`src/rtl/processor_status_pkg.sv`:
```
// Package: processor_status_pkg
//   Bit positions of the 6502 processor status register (P) and a helper
//   that assembles the architectural byte from the individual flags.
//   Shared with the decode and stack logic so every block agrees on the layout.
package processor_status_pkg;

  localparam int P_C = 0;
  localparam int P_Z = 1;
  localparam int P_I = 2;
  localparam int P_D = 3;
  localparam int P_B = 4;
  localparam int P_U = 5;
  localparam int P_V = 6;
  localparam int P_N = 7;

  // Bit 5 (U) is hard-wired to 1; B is not stored and is supplied by the caller.
  function automatic logic [7:0] pack_p(input logic n, input logic v, input logic b,
                                        input logic d, input logic i, input logic z,
                                        input logic c);
    logic [7:0] p;
    p      = 8'h00;
    p[P_N] = n;
    p[P_V] = v;
    p[P_U] = 1'b1;
    p[P_B] = b;
    p[P_D] = d;
    p[P_I] = i;
    p[P_Z] = z;
    p[P_C] = c;
    return p;
  endfunction

endpackage

```
`src/rtl/processor_status_so_edge_detect.sv`:
```
// Module: so_edge_detect
//   Brings the asynchronous set-overflow pin into the clock domain through a
//   2-flop synchronizer and emits a one-cycle pulse on each 1->0 transition.
//   All flops reset to 1 so a pin that is already low at reset release does
//   not look like a fresh edge until it has been seen high.
// Ports:
//   i_clk      clock
//   i_reset_n  asynchronous active-low reset
//   i_so_n     set-overflow pin (active low, asynchronous)
//   o_fall     one-cycle pulse: synchronized pin fell since last cycle
module so_edge_detect (
  input  logic i_clk,
  input  logic i_reset_n,
  input  logic i_so_n,
  output logic o_fall
);

  logic r_sync1;
  logic r_sync2;
  logic r_prev;

  always_ff @(posedge i_clk or negedge i_reset_n) begin
    if (!i_reset_n) begin
      r_sync1 <= 1'b1;
      r_sync2 <= 1'b1;
      r_prev  <= 1'b1;
    end else begin
      r_sync1 <= i_so_n;
      r_sync2 <= r_sync1;
      r_prev  <= r_sync2;
    end
  end

  assign o_fall = r_prev & ~r_sync2;

endmodule

```
`src/rtl/processor_status.sv`:
```
// Module: processor_status
//   6502 processor status register P. Six stored flags (C,Z,I,D,V,N), bit 5
//   constant 1, B taken live from i_b. Flags load from the internal data bus,
//   from IR bit 5 (flag instructions) or from the ALU carry/overflow outputs.
//   P is driven onto the data bus for PHP/BRK/IRQ/NMI pushes.
// Optional feature: PSR_SO_PIN_EN enables the set-overflow pin (i_so_n).
//   Without it the pin is ignored and no synchronizer flops are built.
// Ports:
//   i_clk, i_reset_n      clock, asynchronous active-low reset
//   i_db[7:0]             internal data bus (flag load source, zero detect)
//   i_ir5                 IR bit 5 (set/clear value for SEx/CLx)
//   i_acr, i_avr          ALU carry / overflow
//   i_*_<flag>            load strobes, named <source>_<flag>
//   i_p_db                request P onto the data bus
//   i_b                   B bit presented on o_p / o_db
//   i_so_n                set-overflow pin
//   o_p[7:0]              live flag view {N,V,1,B,D,I,Z,C}
//   o_db[7:0], o_db_en    P for the data bus (zero when not requested), enable
module processor_status
  import processor_status_pkg::*;
#(
  parameter logic RESET_I = 1'b1,
  parameter logic RESET_D = 1'b0
) (
  input  logic       i_clk,
  input  logic       i_reset_n,
  input  logic [7:0] i_db,
  input  logic       i_ir5,
  input  logic       i_acr,
  input  logic       i_avr,
  input  logic       i_db0_c,
  input  logic       i_ir5_c,
  input  logic       i_acr_c,
  input  logic       i_db1_z,
  input  logic       i_dbz_z,
  input  logic       i_db2_i,
  input  logic       i_ir5_i,
  input  logic       i_db3_d,
  input  logic       i_ir5_d,
  input  logic       i_db6_v,
  input  logic       i_avr_v,
  input  logic       i_0_v,
  input  logic       i_db7_n,
  input  logic       i_p_db,
  input  logic       i_b,
  input  logic       i_so_n,
  output logic [7:0] o_p,
  output logic [7:0] o_db,
  output logic       o_db_en
);

  logic r_c, r_z, r_i, r_d, r_v, r_n;
  logic w_so_set;
  logic [7:0] w_p;

`ifdef PSR_SO_PIN_EN
  so_edge_detect u_so_edge_detect (
    .i_clk     (i_clk),
    .i_reset_n (i_reset_n),
    .i_so_n    (i_so_n),
    .o_fall    (w_so_set)
  );
`else
  logic w_unused_so_n;
  assign w_unused_so_n = i_so_n;
  assign w_so_set      = 1'b0;
`endif

  always_ff @(posedge i_clk or negedge i_reset_n) begin
    if (!i_reset_n) begin
      r_c <= 1'b0;
      r_z <= 1'b0;
      r_i <= RESET_I;
      r_d <= RESET_D;
      r_v <= 1'b0;
      r_n <= 1'b0;
    end else begin
      if (i_db0_c)      r_c <= i_db[P_C];
      else if (i_ir5_c) r_c <= i_ir5;
      else if (i_acr_c) r_c <= i_acr;

      if (i_db1_z)      r_z <= i_db[P_Z];
      else if (i_dbz_z) r_z <= (i_db == 8'h00);

      if (i_db2_i)      r_i <= i_db[P_I];
      else if (i_ir5_i) r_i <= i_ir5;

      if (i_db3_d)      r_d <= i_db[P_D];
      else if (i_ir5_d) r_d <= i_ir5;

      // A set-overflow edge beats every other V source, including CLV.
      if (w_so_set)     r_v <= 1'b1;
      else if (i_db6_v) r_v <= i_db[P_V];
      else if (i_avr_v) r_v <= i_avr;
      else if (i_0_v)   r_v <= 1'b0;

      if (i_db7_n)      r_n <= i_db[P_N];
    end
  end

  // Built from the flops only, so driving P onto the bus while a flag loads
  // from the bus presents the pre-update value and forms no loop.
  assign w_p     = pack_p(r_n, r_v, i_b, r_d, r_i, r_z, r_c);
  assign o_p     = w_p;
  assign o_db    = i_p_db ? w_p : 8'h00;
  assign o_db_en = i_p_db;

endmodule
```
`config.mk`:
```
export PLATFORM = sky130hd
export DESIGN_NAME = processor_status
export DESIGN_NICKNAME = d
export VERILOG_FILES = /design/src/rtl/processor_status_pkg.sv /design/src/rtl/processor_status_so_edge_detect.sv /design/src/rtl/processor_status.sv
export SDC_FILE = /design/constraint.sdc
export NUM_CORES = 1
export LEC_CHECK = 0
export CORE_MARGIN = 2
export CORE_UTILIZATION = 29
export CTS_CLUSTER_SIZE = 12
export DETAILED_ROUTE_END_ITERATION = 12
export PLACE_DENSITY_LB_ADDON = 0.3
export SYNTH_ARGS = -nofsm -noshare
export SYNTH_HDL_FRONTEND = slang
export SYNTH_SLANG_ARGS = --single-unit
```
`constraint.sdc`:
```
create_clock -name i_clk -period 1.8 [get_ports i_clk]
set_clock_uncertainty 0.15 [all_clocks]
set_input_delay 0.27 -clock i_clk [delete_from_list [all_inputs] [get_ports i_clk]]
set_output_delay 0.27 -clock i_clk [all_outputs]
set_load 0.02 [all_outputs]
```
* After elaboration in Yosys (flattened, before gate mapping)
Cells that the tools add are included.
** Storage, ports and cells
- Register bits :: 6
- Input port bits :: 29
** Cells by class
- Muxes and demuxes :: 13
- Reductions and logical operators :: 6
** Operators with widths (count)
- 1-bit 2-to-1 mux :: 12
- 8-bit zero test :: 1
- 8-bit 2-to-1 mux :: 1
- 2-bit nonzero test :: 3
- 3-bit nonzero test :: 2

* Depth between registers and ports, before layout
Gate-level depths: netlist of run 1.
- Depth after elaboration :: 3
- Gate-level depth with buffers :: 3
- Mapped depth without buffers :: 3

* Least setup slack after synthesis of run 1
No wires, ideal clock.
- Path kind :: reg-to-output
- Start point :: reg r_i
- End point :: out o_db[2]
- Data arrival time :: 738 ps
- Data required time :: 1380 ps
- Slack :: 642 ps
- Cell stages (with the launch flop) :: 2
- Path buffers :: 0
- Path through :: dfstp_2 -> and2_1
** On the way
- Word-level cells in the longest chain between the ends :: 1
** Ends and longest elaborated chain
- from (decl) :: RTL line processor_status.sv:52 : logic r_c, r_z, r_i, r_d, r_v, r_n;
- from (signal assigned) :: RTL line processor_status.sv:85 : if (i_db2_i) r_i <= i_db[P_I];
- from (signal assigned) :: RTL line processor_status.sv:86 : else if (i_ir5_i) r_i <= i_ir5;
- 8-bit 2-to-1 mux :: RTL line processor_status.sv:105 : assign o_db = i_p_db ? w_p : 8'h00;
- to (decl) :: RTL line processor_status.sv:48 : output logic [7:0] o_db,
No other way between the ends.

* Worst setup path in the final report of run 1
- Start point :: in i_b
- End point :: out o_p[4]
** RTL lines
- from (decl) :: RTL line processor_status.sv:45 : input logic i_b,
- to (decl) :: RTL line processor_status.sv:47 : output logic [7:0] o_p,
No word-level cell between the ends.

==> flow_summary.yaml, run 1 <==
cells_and_area:
  num-fill-cells: 131
  layout_area_overhead_pct: 94.1
  final_net_count: 113
  num_antenna_cells: 0
  final-instance-count-excl-fill: 98
  post_route_cells_drive_above_1_share_pct: 10.8
  post-route-util_pct: 61.5
clock_network:
  tritoncts: "yes"
  clkLatencyLatePin_ns: 0.25
  htree_levels: 1
  cts_buffer_depth: 2
  cts-root-buf: "clkbuf_4"
  post_cts_buffers: 0
  cts_made_buffers: 3
  post_cts_resized: 10
  cts.clk_slew.worst_paths_ns: 0.05
  cts_hold_repair.buffers: 0
  cts.sinks: 6
floorplan:
  design.portCount: 46
  core_um2: 1330
  initial_utilization_pct: 31.7
  die_area_um2: 1780
  chipWidth_um: 42.2
  dieHeight_um: 42.2
  num_rows: 13
flow_run:
  timing.max_cap.violations: 0
global_route:
  grt.total_usage_pct: 14.5
  remaining_global_route_overflow: 0
  antenna_violations_before_repair: 0
  maximum_number_of_pins_on_one_net_before_global_route_repair: 9
  grt_pass1_wl_um: 1880
  first_global_vias: 464
hold_path:
  hold_class: "in -> async"
synthesis:
  share_of_synthesized_area_occupied_by_flip_flops_and_latches_pct: 35.8
  post_synthesis_instance_area_um2: 423
  synthMostInstantiatedCell: "buf_4"
  synth_commonest_cells: "buf_4, and2_1, dfrtp_1, nand2_1, o21ai_0"
  synthesis.nets: 74
  top_cells_by_area_synth: "dfrtp_1, buf_4, and2_1, mux2i_1, dfstp_2"
  syn-instance-count: 45
  ys_async_sr_fraction_pct: 100
  synth.yosys.warnings: 0
  count_of_unique_library_cells_instantiated_by_yosys: 15
  synth_seq_cells: 6
  post-synth-top-area-cell: "dfrtp_1"
  synth_edf_count: 0
  ys_dominant_reg_cell: "dfrtp_1"
  post_synth.cell_area_avg_um2: 9.40
  synth_largest_type_area_fraction_pct: 29.6
setup_path:
  critical_path_buf_inv_count: 2
  req_time_crit_path_ns: 1.38
  critPathMaxStageDelay_ns: 0.60
  cell_chain_critical_path: "clkdlybuf4s50_1, clkdlybuf4s50_1"
  worstSetupStartpointType: "primary input"
  cpMaxStageDelayCell: "clkdlybuf4s50_1"
  worstSetupPathType: "in -> out"
  cell_type_with_the_highest_occurrence_count_on_the_critical_path: "clkdlybuf4s50_1"
  cp_max_fo: 2
  cp_data_arrival_time_ns: 1.34
  setup.worst_path.end_class: "output pin"
  worst_path_dominant_cell_family: "buffers and inverters"
power_and_ir_drop:
  irDropWorstVdd_v: 0.000333
  power.static_leakage_nw: 0.369
  post-layout-total-power_mw: 0.471
  p_per_area_nw_per_um2: 574
place:
  place.detailed.instances: 94
  gp_congestion: 0.684
  place.detailed.hpwl_um: 955
  post-place-ws_ns: -0.237
  port_buffers: 43
route:
  drcViolationCount: 0
  via_per_inst: 4.68
  first_iter_violations: 2
  ant_nets: 0
  firstDrtPassIters: 4
  drt-total-wl_um: 1080
  via_count: 459
  wl_per_cell_um: 11.0
timing:
  post-route-min-period_ns: 1.76
  finalMaxSlewViolations: 0
  setup_repair_after_global_routing_missed_its_margin: "false"
  final.setup.tns_ns: 0
  setup_viol: 0
  max_freq_ghz: 0.570
  hold_violations: 0
  layout_worst_path_cycle_share_pct: 97.5
  final_critical_path_setup_slack_ns: 0.0445
outcome:
  outcome: "complete, no violations"
[where the power goes]
part	internal (mW)	total (mW)	switching [mW]
sequential	0.149	0.158	0.00828
clock	0.0842	0.136	0.0519
combinational	0.105	0.178	0.0731
total	0.338	0.471	0.133
[metal layers]
| layer | part of all wire [%] | vias to the layer above | GRT usage (%) | routed length, um |
|---|---|---|---|---|
| met5 | 0 | - | 0 | 0 |
| met2 | 49 | 31 | 23.1 | 530 |
| met4 | 1.8 | 0 | 13.1 | 19 |
| met1 | 38 | 205 | 14.9 | 411 |
| met3 | 11 | 2 | 4.74 | 114 |
| li1 | - | 221 | - | - |
[cell type report]
class / count / area [um^2] / area share (%)
Timing Repair Buffer: 44 / 428 / 52.1
Tap cell: 15 / 18.8 / 2.29
Inverter: 1 / 3.75 / 0.457
Clock buffer: 4 / 26.3 / 3.20
Multi-Input combinational cell: 28 / 193 / 23.5
Sequential cell: 6 / 151 / 18.4
[metrics by stage]
step	cell area (um^2)	hold WS, ns
finish	821	0.110
global route	821	0.132
CTS	818	0.113
detailed placement	805	0.379
global placement	805	0.366
floorplan	423	-0.176
[state kept, by name (all words and copies together) (netlist names)]
register  flops
r_v           1
r_i           1
r_n           1
r_z           1
r_c           1
r_d           1
[cells in the final DEF (no fill, tap or decap)]
cell             synthesis  final
nor3b_1                  1      1
dlygate4sd2_1            0     10
dfstp_2                  1      1
dfrtp_1                  5      5
nor2b_1                  1      1
mux2i_1                  3      3
conb_1                   1      1
o21ai_0                  4      4
mux2_2                   2      2
inv_1                    1      1
clkdlybuf4s50_1          0     32
dlymetal6s2s_1           0      1
nor4_2                   2      2
a311oi_1                 1      1
and2_1                   7      7
a21oi_1                  2      2
clkbuf_1                 0      1
nand2_1                  4      4
buf_4                   10      1
clkbuf_4                 0      3
[logic make-up after synthesis]
family	share of synthesized area, %
and+or+nand+nor	23.1
buffers and inverters	18.6
AOI/OAI and AO/OA	9.17
DFF	35.8
muxes	12.4
other	0.887
[final timing paths]
check / slack, ns / depth (start not counted) / endpoint / from
hold / removal: 0.11 / 1 / r_c / i_reset_n
hold reg to reg: 0.39 / 1 / r_n / r_n
min in group i_clk: 0.39 / 1 / r_n / r_n
setup / recovery: 0.04 / 2 / o_p[4] / i_b
setup reg to reg: 0.70 / 3 / r_z / r_z
max in group asynchronous: 1.12 / 1 / r_i / i_reset_n
(Power assumes the default switching activity.)
==> inputs of run 2 (changes only) <==
- REMOVE_ABC_BUFFERS: not set -> 1
- SETUP_SLACK_MARGIN: not set -> 0.5
==> flow_summary.yaml, run 2 (synthesized netlist as in run 1, its figures left out) <==
setup_path:
  worstSetupPathType: "reg -> out"
  worst_path_dominant_cell_family: "flip-flops"
  worstSetupPathDepth: 2
  critical_path_buf_inv_count: 1
  setup.worst_path.end_class: "output pin"
  req_time_crit_path_ns: 1.38
  critPathMaxStageDelay_ns: 0.54
  worst-r2r-cell-count: 3
  cp_data_arrival_time_ns: 1.01
  cp_max_fo: 3
  cpMaxStageDelayCell: "dfstp_2"
  worstSetupStartpointType: "flip-flop"
  cell_chain_critical_path: "and2_4, buf_6"
cells_and_area:
  num_antenna_cells: 0
  final-instance-count-excl-fill: 98
  mostFrequentLayoutCells: "clkdlybuf4s50_1, buf_6, and2_1"
  final_common_cell: "clkdlybuf4s50_1"
  post_route_cells_drive_above_1_share_pct: 30.1
  layout_area_overhead_pct: 95.0
  finalInstanceArea_um2: 825
  final_net_count: 113
timing:
  hold_violations: 0
  final.setup.tns_ns: 0
  hold-worst-slack_ns: 0.114
  finalMaxSlewViolations: 0
  setup_viol: 0
  post-route-min-period_ns: 1.43
  max_freq_ghz: 0.697
  layout_worst_path_cycle_share_pct: 79.7
  setup_repair_after_global_routing_missed_its_margin: "true"
global_route:
  remaining_global_route_overflow: 0
  grt_pass1_wl_um: 1810
  maximum_number_of_pins_on_one_net_before_global_route_repair: 10
  grt.total_usage_pct: 13.5
  first_global_vias: 454
  antenna_violations_before_repair: 0
route:
  via_per_inst: 4.60
  wl_per_cell_um: 11.2
  ant_nets: 0
  first_iter_violations: 6
  via_count: 451
  firstDrtPassIters: 4
  drt-total-wl_um: 1100
  drcViolationCount: 0
power_and_ir_drop:
  power.static_leakage_nw: 0.379
  irDropWorstVdd_v: 0.000413
  p_per_area_nw_per_um2: 577
  post-layout-total-power_mw: 0.476
clock_network:
  cts_hold_repair.buffers: 0
  cts.clk_slew.worst_paths_ns: 0.05
  clkLatencyLatePin_ns: 0.24
  cts-root-buf: "clkbuf_4"
  htree_levels: 1
  cts_made_buffers: 3
  tritoncts: "yes"
  cts_buffer_depth: 2
  cts.sinks: 6
floorplan:
  die_area_um2: 1780
  initial_utilization_pct: 31.7
  core_um2: 1330
  dieHeight_um: 42.2
  num_rows: 13
  design.portCount: 46
  chipWidth_um: 42.2
place:
  place.detailed.hpwl_um: 933
  port_buffers: 43
  gp_congestion: 0.683
  place.detailed.instances: 93
  post_dp_cell_area_um2: 797
flow_run:
  timing.max_cap.violations: 0
hold_path:
  hold_class: "in -> async"
outcome:
  outcome: "complete, no violations"
==> run 2: changes by cell type in the layout (fill, tap and decap cells not counted), sizes merged <==
cell | previous run | this run
buf | 1 | 15
clkdlybuf4s15 | 0 | 2
dlygate4sd2 | 10 | 1
clkdlybuf4s50 | 32 | 24
dlymetal6s2s | 1 | 2
==> run 2: path summary, 6_finish.rpt <==
kind                           start       to  slack, ns
hold / removal             i_reset_n      r_v       0.11
setup / recovery                 r_i  o_db[2]       0.37
setup reg to reg                 r_c      r_c       0.70
max in group asynchronous  i_reset_n      r_i       1.10
hold reg to reg                  r_n      r_n       0.41
min in group i_clk           i_acr_c      r_c       0.36
==> run 2: worst reg2reg max path, delay by kind of cell (launching register included) <==
family | cells | cell delay (ns)
AOI/OAI and AO/OA | 1 | 0.08
DFF | 1 | 0.37
muxes | 2 | 0.39
==> run 2: timing repair <==
item                                    in CTS  in global routing
buffers inserted                             1                  0
gates resized for setup                     77                  7
pin swaps                                    1                  1
endpoints found under the setup margin      16                 12
==> run 2: final cells by class <==
cell class                      count  area [um^2]
Fill cell                         126          509
Timing Repair Buffer               44          429
Multi-Input combinational cell     28          195
Sequential cell                     6          151
Clock buffer                        4         26.3
Tap cell                           15         18.8
Inverter                            1         3.75
==> run 2: per-stage QoR <==
stage                     worst slack (ns)  util [%]
final                                0.365      61.8
after global routing                 0.332      61.8
after CTS                            0.352      60.6
after detailed placement            -0.291      59.8
after global placement              -0.277      59.8
after floorplan                      0.559         -
==> run 2: power by group <==
part | switching [mW] | leakage [nW] | internal, mW
sequential | 0.00823 | 0.0703 | 0.149
combinational | 0.0768 | 0.293 | 0.108
clock | 0.0492 | 0.0150 | 0.0840
==> run 2: layer usage <==
metal | global-route usage (%) | part of all wire (%) | vias up
met5 | 0 | 0 | -
met4 | 5.63 | 0 | 0
met3 | 5.17 | 12 | 0
met2 | 23.7 | 53 | 31
met1 | 14.2 | 36 | 200
li1 | - | - | 220
==> inputs of run 3 (changes only) <==
- CORE_UTILIZATION: 29 -> 24
- clock period: 1.8 -> 1.3 ns (I/O delays scaled with it)
==> flow_summary.yaml, run 3 (synthesized netlist as in run 1, its figures left out) <==
outcome:
  outcome: "finished with violations"
  failed_checks: "negative setup slack"
cells_and_area:
  post_route_cells_drive_above_1_share_pct: 46.1
  num_antenna_cells: 0
  num-fill-cells: 168
  mostFrequentLayoutCells: "buf_6, clkdlybuf4s50_1, dlygate4sd2_1"
  final_net_count: 119
  final-instance-count-excl-fill: 106
  layout_area_overhead_pct: 119
  final_common_cell: "buf_6"
floorplan:
  initial_utilization_pct: 25.0
  num_rows: 15
  chipWidth_um: 46.0
  dieHeight_um: 46.0
  design.portCount: 46
  core_um2: 1690
  die_area_um2: 2110
global_route:
  maximum_number_of_pins_on_one_net_before_global_route_repair: 10
  antenna_violations_before_repair: 0
  remaining_global_route_overflow: 0
  grt.total_usage_pct: 13.1
  grt_pass1_wl_um: 1820
  first_global_vias: 431
route:
  via_per_inst: 4.59
  drcViolationCount: 0
  first_iter_violations: 0
  via_count: 487
  firstDrtPassIters: 1
  drt-total-wl_um: 1290
  wl_per_cell_um: 12.2
  ant_nets: 0
setup_path:
  worstSetupStartpointType: "flip-flop"
  worstSetupPathType: "reg -> out"
  setup.worst_path.end_class: "output pin"
  cp_max_fo: 2
  req_time_crit_path_ns: 0.95
  cp_data_arrival_time_ns: 0.99
power_and_ir_drop:
  post-layout-total-power_mw: 0.720
  power.static_leakage_nw: 0.440
  p_per_area_nw_per_um2: 777
  irDropWorstVdd_v: 0.000418
place:
  place.detailed.hpwl_um: 986
  post-place-ws_ns: -0.653
  place.detailed.instances: 97
  port_buffers: 43
  gp_congestion: 0.675
clock_network:
  htree_levels: 1
  cts_buffer_depth: 2
  cts-root-buf: "clkbuf_4"
  cts.clk_slew.worst_paths_ns: 0.05
  cts.sinks: 6
  clkLatencyLatePin_ns: 0.24
  cts_hold_repair.buffers: 0
  tritoncts: "yes"
  cts_made_buffers: 3
timing:
  setup_viol: 2
  max_freq_ghz: 0.748
  finalMaxSlewViolations: 0
  hold_violations: 0
  final_critical_path_setup_slack_ns: -0.0368
  setup_repair_after_global_routing_missed_its_margin: "true"
  post-route-min-period_ns: 1.34
  layout_worst_path_cycle_share_pct: 103
flow_run:
  timing.max_cap.violations: 0
hold_path:
  hold_class: "in -> async"
[run 3: worst max-delay path: stages (launching register included)]
cell and delay (ns):
dfstp_2 0.52, and2_4 0.13, buf_6 0.10
[run 3: report_power, final]
part           internal, mW  leakage [nW]  switching, mW
logic                 0.197         0.355          0.120
registers             0.207        0.0703         0.0134
clock network         0.116        0.0150         0.0663
total                 0.520         0.440          0.200
[run 3: cell type report]
cell class / instances / area [um^2] / share of cell area, %
flip-flops and latches: 6 / 151 / 16.3
clock buffers: 4 / 26.3 / 2.83
well taps: 17 / 21.3 / 2.29
repair buffers: 50 / 502 / 54.1
inverters: 1 / 3.75 / 0.405
multi-input cells: 28 / 223 / 24.0
[run 3: per-layer routing]
layer  GRT usage [%]  share of wire, %  vias up  wire (um)
met5               0                 0        -          0
met3            7.54                12        2        149
met1            13.7                40      227        522
met4            6.86              0.85        0         11
met2            20.6                47       28        606
li1                -                 -      230          -
[run 3: through the flow]
stage / area, um^2 / utilization [%] / setup TNS [ns] / hold slack (ns)
2_1_floorplan: 348 / - / 0 / -0.251
3_3_place_gp: 815 / 48.2 / -6.24 / 0.310
3_5_place_dp: 815 / 48.2 / -6.30 / 0.309
4_1_cts: 886 / 52.4 / -0.0796 / 0.0447
5_1_grt: 927 / 54.9 / -0.145 / 0.0467
6_report: 927 / 54.9 / -0.0488 / 0.0492
[run 3: worst paths after layout]
| kind | from | to | slack, ns | depth (start not counted) |
|---|---|---|---|---|
| min | i_reset_n | r_z | 0.05 | 1 |
| max in group asynchronous | i_reset_n | r_i | 0.67 | 1 |
| min in group i_clk | i_db7_n | r_n | 0.19 | 2 |
| max | r_i | o_db[2] | -0.04 | 2 |
| max reg2reg | r_z | r_z | 0.14 | 4 |
| min reg2reg | r_n | r_n | 0.49 | 2 |
[run 3: timing repair]
action | CTS | global route
setup endpoints to repair | 22 | 19
pin swaps | 11 | 5
buffers inserted | 1 | 4
gates resized for setup | 130 | 3
